**src/rtl/fir_engine.sv**
```systemverilog
// Purpose: APB-configured signed FIR filter with scaling, rounding, saturation, decimation and result counters.
// Latency: vldin at cycle T gives vldout at cycle T+2 (products registered, then scaled result registered).
// Backpressure: none; every vldin is accepted and results cannot be stalled (pready is tied high).
module fir_engine #(
  parameter int DW   = 8,
  parameter int CW   = 8,
  parameter int TAPS = 8,
  parameter int SHW  = 4,
  parameter int CNTW = 32
) (
  input  logic                 clk,
  input  logic                 rst_n,
  input  logic                 psel,
  input  logic [7:0]           paddr,
  input  logic                 penable,
  input  logic                 pwrite,
  input  logic [31:0]          pwdata,
  output logic                 pready,
  output logic [31:0]          prdata,
  input  logic signed [DW-1:0] sample,
  input  logic                 vldin,
  output logic signed [DW-1:0] result,
  output logic                 vldout,
  output logic                 saturation
);

  localparam int PW = DW + CW;                 // full-precision product
  localparam int AW = DW + CW + $clog2(TAPS);  // accumulator, cannot overflow
  localparam int SW = AW + 1;                  // headroom for the rounding add

  // Configuration and state registers
  logic signed [DW-1:0] r_x    [TAPS];
  logic signed [CW-1:0] r_coef [TAPS];
  logic signed [PW-1:0] r_prod [TAPS];
  logic                 r_en;
  logic                 r_rnd;
  logic [3:0]           r_dec;
  logic [3:0]           r_phase;
  logic [SHW-1:0]       r_scale;
  logic [CNTW-1:0]      r_goods;
  logic [CNTW-1:0]      r_bads;
  logic                 r_s1_vld;
  logic signed [DW-1:0] r_result;
  logic                 r_vldout;
  logic                 r_sat;

  // APB decode
  logic [5:0]  w_word;
  logic        w_wr;
  logic        w_ctrl_wr;
  logic        w_scale_wr;
  logic        w_clr;
  logic [31:0] w_rdata;
  logic        w_unused_bits;

  assign w_word        = paddr[7:2];
  assign w_wr          = psel & penable & pwrite;
  assign w_ctrl_wr     = w_wr && (w_word == 6'd0);
  assign w_scale_wr    = w_wr && (w_word == 6'd1);
  assign w_clr         = w_wr && (w_word == 6'd4) && pwdata[0];
  assign w_unused_bits = &{1'b0, paddr[1:0], pwdata};
  assign pready        = 1'b1;
  assign prdata        = (psel && !pwrite) ? w_rdata : 32'd0;

  // Read mux: unmapped words and CLR read as zero, coefficients sign-extended
  always_comb begin
    w_rdata = 32'd0;
    case (w_word)
      6'd0:    w_rdata = {24'd0, r_dec, 2'b00, r_rnd, r_en};
      6'd1:    w_rdata = 32'(r_scale);
      6'd2:    w_rdata = 32'(r_goods);
      6'd3:    w_rdata = 32'(r_bads);
      default: w_rdata = 32'd0;
    endcase
    for (int i = 0; i < TAPS; i++) begin
      if (w_word == 6'(8 + i)) w_rdata = 32'(r_coef[i]);
    end
  end

  // Control, scale and coefficient registers
  always_ff @(posedge clk or negedge rst_n) begin
    if (!rst_n) begin
      r_en    <= 1'b0;
      r_rnd   <= 1'b0;
      r_dec   <= 4'd0;
      r_scale <= '0;
      for (int i = 0; i < TAPS; i++) r_coef[i] <= '0;
    end else begin
      if (w_ctrl_wr) begin
        r_en  <= pwdata[0];
        r_rnd <= pwdata[1];
        r_dec <= pwdata[7:4];
      end
      if (w_scale_wr) r_scale <= pwdata[SHW-1:0];
      for (int i = 0; i < TAPS; i++) begin
        if (w_wr && (w_word == 6'(8 + i))) r_coef[i] <= pwdata[CW-1:0];
      end
    end
  end

  // Post-shift view of the delay line, used both to shift and to form products
  logic signed [DW-1:0] w_xn [TAPS];
  always_comb begin
    w_xn[0] = sample;
    for (int i = 1; i < TAPS; i++) w_xn[i] = r_x[i-1];
  end

  // Delay line shifts on every valid sample, independent of enable
  always_ff @(posedge clk or negedge rst_n) begin
    if (!rst_n) begin
      for (int i = 0; i < TAPS; i++) r_x[i] <= '0;
    end else if (vldin) begin
      for (int i = 0; i < TAPS; i++) r_x[i] <= w_xn[i];
    end
  end

  // Decimation phase: restarts when disabled or whenever CTRL is written
  always_ff @(posedge clk or negedge rst_n) begin
    if (!rst_n) begin
      r_phase <= 4'd0;
    end else if (!r_en || w_ctrl_wr) begin
      r_phase <= 4'd0;
    end else if (vldin) begin
      r_phase <= (r_phase == r_dec) ? 4'd0 : r_phase + 4'd1;
    end
  end

  // Stage 1: register full-precision products with the coefficients current this cycle
  always_ff @(posedge clk or negedge rst_n) begin
    if (!rst_n) begin
      r_s1_vld <= 1'b0;
      for (int i = 0; i < TAPS; i++) r_prod[i] <= '0;
    end else begin
      r_s1_vld <= vldin && r_en && (r_phase == 4'd0);
      if (vldin) begin
        for (int i = 0; i < TAPS; i++) r_prod[i] <= PW'(w_xn[i]) * PW'(r_coef[i]);
      end
    end
  end

  // Stage 2 arithmetic: sum, optional round-half-up, arithmetic shift, clip
  logic signed [AW-1:0]    w_acc;
  logic signed [SW-1:0]    w_rnd_add;
  logic signed [SW-1:0]    w_sum;
  logic signed [SW-1:0]    w_shift;
  logic [SW-DW:0]          w_hi;
  logic                    w_ovf;
  logic signed [DW-1:0]    w_clip;

  // Adder tree and saturation logic feeding the result register
  always_comb begin
    w_acc = '0;
    for (int i = 0; i < TAPS; i++) w_acc = w_acc + AW'(r_prod[i]);
    w_rnd_add = '0;
    if (r_rnd && (r_scale != '0)) w_rnd_add = SW'(1) << (r_scale - SHW'(1));
    w_sum   = SW'(w_acc) + w_rnd_add;
    w_shift = w_sum >>> r_scale;
    // Any disagreement among the bits above the result's sign bit means clipping
    w_hi    = w_shift[SW-1:DW-1];
    w_ovf   = !((&w_hi) || (~|w_hi));
    if (!w_ovf)
      w_clip = w_shift[DW-1:0];
    else if (w_shift[SW-1])
      w_clip = {1'b1, {(DW-1){1'b0}}};
    else
      w_clip = {1'b0, {(DW-1){1'b1}}};
  end

  // Stage 2 register: result and saturation hold between valid outputs
  always_ff @(posedge clk or negedge rst_n) begin
    if (!rst_n) begin
      r_vldout <= 1'b0;
      r_result <= '0;
      r_sat    <= 1'b0;
    end else begin
      r_vldout <= r_s1_vld && r_en;
      if (r_s1_vld && r_en) begin
        r_result <= w_clip;
        r_sat    <= w_ovf;
      end
    end
  end

  assign result     = r_result;
  assign vldout     = r_vldout;
  assign saturation = r_sat;

  // Good/bad counters: sticky at max, cleared by CLR (which beats an increment) or disable
  always_ff @(posedge clk or negedge rst_n) begin
    if (!rst_n) begin
      r_goods <= '0;
      r_bads  <= '0;
    end else if (w_clr || !r_en) begin
      r_goods <= '0;
      r_bads  <= '0;
    end else if (r_vldout) begin
      if (!r_sat && !(&r_goods)) r_goods <= r_goods + CNTW'(1);
      if ( r_sat && !(&r_bads))  r_bads  <= r_bads  + CNTW'(1);
    end
  end

endmodule

```
**config.mk**
```make
export PLATFORM = sky130hd
export DESIGN_NAME = fir_engine
export DESIGN_NICKNAME = d
export VERILOG_FILES = /design/src/rtl/fir_engine.sv
export SDC_FILE = /design/constraint.sdc
export NUM_CORES = 2
export LEC_CHECK = 0
export CAP_MARGIN = 20
export CORE_UTILIZATION = 50
export CTS_CLUSTER_SIZE = 10
export DETAILED_ROUTE_END_ITERATION = 10
export PLACE_DENSITY = 0.68
export SLEW_MARGIN = 20
export SYNTH_ARGS = -nofsm -noshare
export SYNTH_HDL_FRONTEND = slang
export SYNTH_SLANG_ARGS = --single-unit
```
**constraint.sdc**
```tcl
create_clock -name clk -period 11.8 [get_ports clk]
set_input_delay 1.77 -clock clk [delete_from_list [all_inputs] [get_ports clk]]
set_output_delay 1.77 -clock clk [all_outputs]
set_load 0.01 [all_outputs]
```
==> qor.yml <==
run_status: "finished, final reports clean"
rsz0062_at_grt: "no"
crit_path_max_incr_delay_ps: 820
cts_inserted_buffers: 43
period_needed_ps: 8460
final_util_pct: 54.3
synth_cell_types: 80
place_inst: 5043
yosysTopAreaCell: "fa_1"
synth-edff-count: 0
synth-async-reset-ratio_pct: 100
wire_per_inst_um: 18.8
clockBufferDepth: 3
tightest_slew_ps: 1070
layout.cells.non_filler: 5113
finalSetupViolCount: 0
clk_pin_slew_ps: 60
die_area_mm2: 0.0794
ioPinCount: 97
endpoint_kind: "register"
path_common_cell: "fa_1"
grt_max_degree: 170
ys_seq_elements: 337
yosys-top-cells-area: "fa_1 (28%), dfrtp_1 (22%), ha_1 (8.2%)"
path_cells: "buf_4, clkinv_1, nand2_1, nor2_1, fa_1, inv_1, fa_1, fa_1, fa_1, inv_1, ha_1, a21oi_1, o21ai_1, a221oi_1, o311ai_4, xnor2_1, mux2_2, nor2_1, a2111o_1, nor3_1, a31oi_4, o311a_1"
die_w_um: 282
finClkSkew_ps: 32.3
post_cts_buffers: 0
hold_viol_final: 0
drt-total-wl_um: 96000
tns_ps: 0
worstSetupPathType: "reg -> reg"
slowest_stage: "xnor2_1"
htree_levels: 2
cts_tree: "built"
cts_resized: 0
timing.final.max_slew_violations: 0
fillers: 6988
drive_gt1_share_pct: 7.56
grt_pass1_wl_um: 157000
synth_top_flop_cell: "dfrtp_1"
core_mm2: 0.0775
grt_overflow: 0
hpwlAfterDp_um: 75200
die_y_um: 282
vias: 27600
clock_latency_ps: 580
grt_pass1_vias: 28400
synth_top_cell_area_share_pct: 28.4
cp.arrival_ps: 8920
synth.avg_cell_area_um2: 9.62
timing.final.crit_share_pct: 71.7
start_kind: "register"
synthCells: 4070
drc: 0
yosysSeqAreaShare_pct: 21.5
ys_warn_count: 0
maxCapViolCount: 0
ctsHoldBuffers: 0
fmax_mhz: 118
cts.sink_count: 337
antenna_found_initial: 1
syn2layout_area_growth_pct: 7.43
crit_required_ps: 12250
track_usage_pct: 25.5
slew_headroom_pct: 27.8
drt_pass1_iterations: 5
hold_class: "reg -> reg"
io_buffers: 69
fin_nets: 4916
routed_via_density: 5.40
worstPathMaxFanout: 27
start_util_pct: 50.5
synth_nets: 4937
rows: 102
drt_iter0_drc: 1797
netlist_area_mm2: 0.0391
ant_nets: 0
ctsRootBufferMaster: "clkbuf_16"
gp_congestion: 0.911
## worst max-delay path, delay by kind of cell (launching register included)
| kind | cells | cell delay, ps |
|---|---|---|
| flops | 1 | 320 |
| simple gates | 4 | 1220 |
| compound gates | 7 | 2120 |
| buf+inv | 4 | 1080 |
| mux | 1 | 360 |
| xor+xnor | 1 | 820 |
| fa+ha+maj | 5 | 2410 |
## state kept, by name, indices dropped and copies added (netlist names), 8 cells and up
| signal | count |
|---|---|
| r_bads | 32 |
| r_coef | 64 |
| r_goods | 32 |
| r_prod | 128 |
| r_x | 56 |
| result | 8 |
## layout make-up
| class | count | area [µm²] | area share [%] |
|---|---|---|---|
| clock buffer | 62 | 1270 | 3.02 |
| timing repair buffer | 89 | 882 | 2.10 |
| inverter | 744 | 2790 | 6.64 |
| tap | 1040 | 1300 | 3.09 |
| multi-input combinational | 2834 | 27300 | 64.9 |
| sequential | 337 | 8430 | 20.1 |
| antenna | 1 | 2.50 | 0.00595 |
| clock inverter | 6 | 72.6 | 0.173 |
## Yosys cell counts, types with 20 or more instances
cell and instances:
xnor2_1 137, nand2_1 299, o21ai_0 161, a221o_1 24
a211oi_1 20, nor2b_1 22, a21o_1 36, dfrtp_1 337
and2_1 299, nor3_1 38, mux2_2 199, a21oi_1 139
nand4_1 28, xor2_1 51, nor2_1 213, ha_1 257
nand3_1 61, a22oi_1 22, fa_1 556, inv_1 742
clkbuf_1 127, nand2b_1 73
## stage by stage
| step | worst slack [ps] | cell area, µm² | hold WS, ps |
|---|---|---|---|
| 2_1_floorplan | 5030 | 39100 | 464 |
| 3_3_place_gp | 3380 | 40700 | 461 |
| 3_5_place_dp | 3400 | 40700 | 487 |
| 4_1_cts | 3370 | 42000 | 500 |
| 5_1_grt | 2950 | 42000 | 536 |
| 6_report | 3340 | 42000 | 501 |
## layout by cell type (no fill, tap or decap), types with 7 or more instances in the layout
master and count:
xnor2_1 137, fa_1 556, clkbuf_8 9, nand3_1 61, nand2b_1 73, a21boi_0 16, and3_1 17, o22ai_1 8
a221o_1 24, xor2_1 51, ha_1 257, clkbuf_1 9, dfrtp_1 337, clkdlybuf4s50_1 67, o41ai_1 8, nor4_1 7
nand2_1 299, buf_4 18, a22oi_1 22, mux2_2 199, nor2_1 211, nor3_1 38, nand4_1 28, mux2i_1 16
a21o_1 35, clkbuf_16 45, and4_1 8, inv_1 742, nor2b_1 22, or3_1 15, o21a_1 14, o21ai_0 161
and2_1 299, a211oi_1 20, a21oi_1 138
## worst paths after layout
path                       slack (ps)          end  startpoint  depth (start not counted)
max                              3340    result[3]  r_scale[0]                         22
min                               500    result[7]   result[7]                          2
max reg2reg                      3340    result[3]  r_scale[0]                         22
min reg2reg                       500    result[7]   result[7]                          2
max in group asynchronous        8190  r_goods[13]       rst_n                          4
min in group asynchronous        1170      r_x[15]       rst_n                          1
## logic make-up after synthesis
group                    after synthesis  synth area share, %
AO/OA/AOI/OAI                        518                 8.50
XOR/XNOR                             188                 4.21
adder cells (fa/ha/maj)              813                 36.7
buffers and inverters                899                 8.78
flip-flops                           337                 21.5
multiplexers                         217                 6.25
other                                  2               0.0192
AND/OR/NAND/NOR                     1096                 14.0
## routing by layer
layer,track usage (%),up-vias,wire [µm]
li1,-,12900,-
met1,35.2,14000,42800
met2,41.1,616,45000
met3,3.82,151,4890
met4,8.19,0,3280
met5,0,-,0
Power is left out: the tool's default activity adds up to more than one toggle a clock period on the data nets, which glitch-free logic cannot reach.
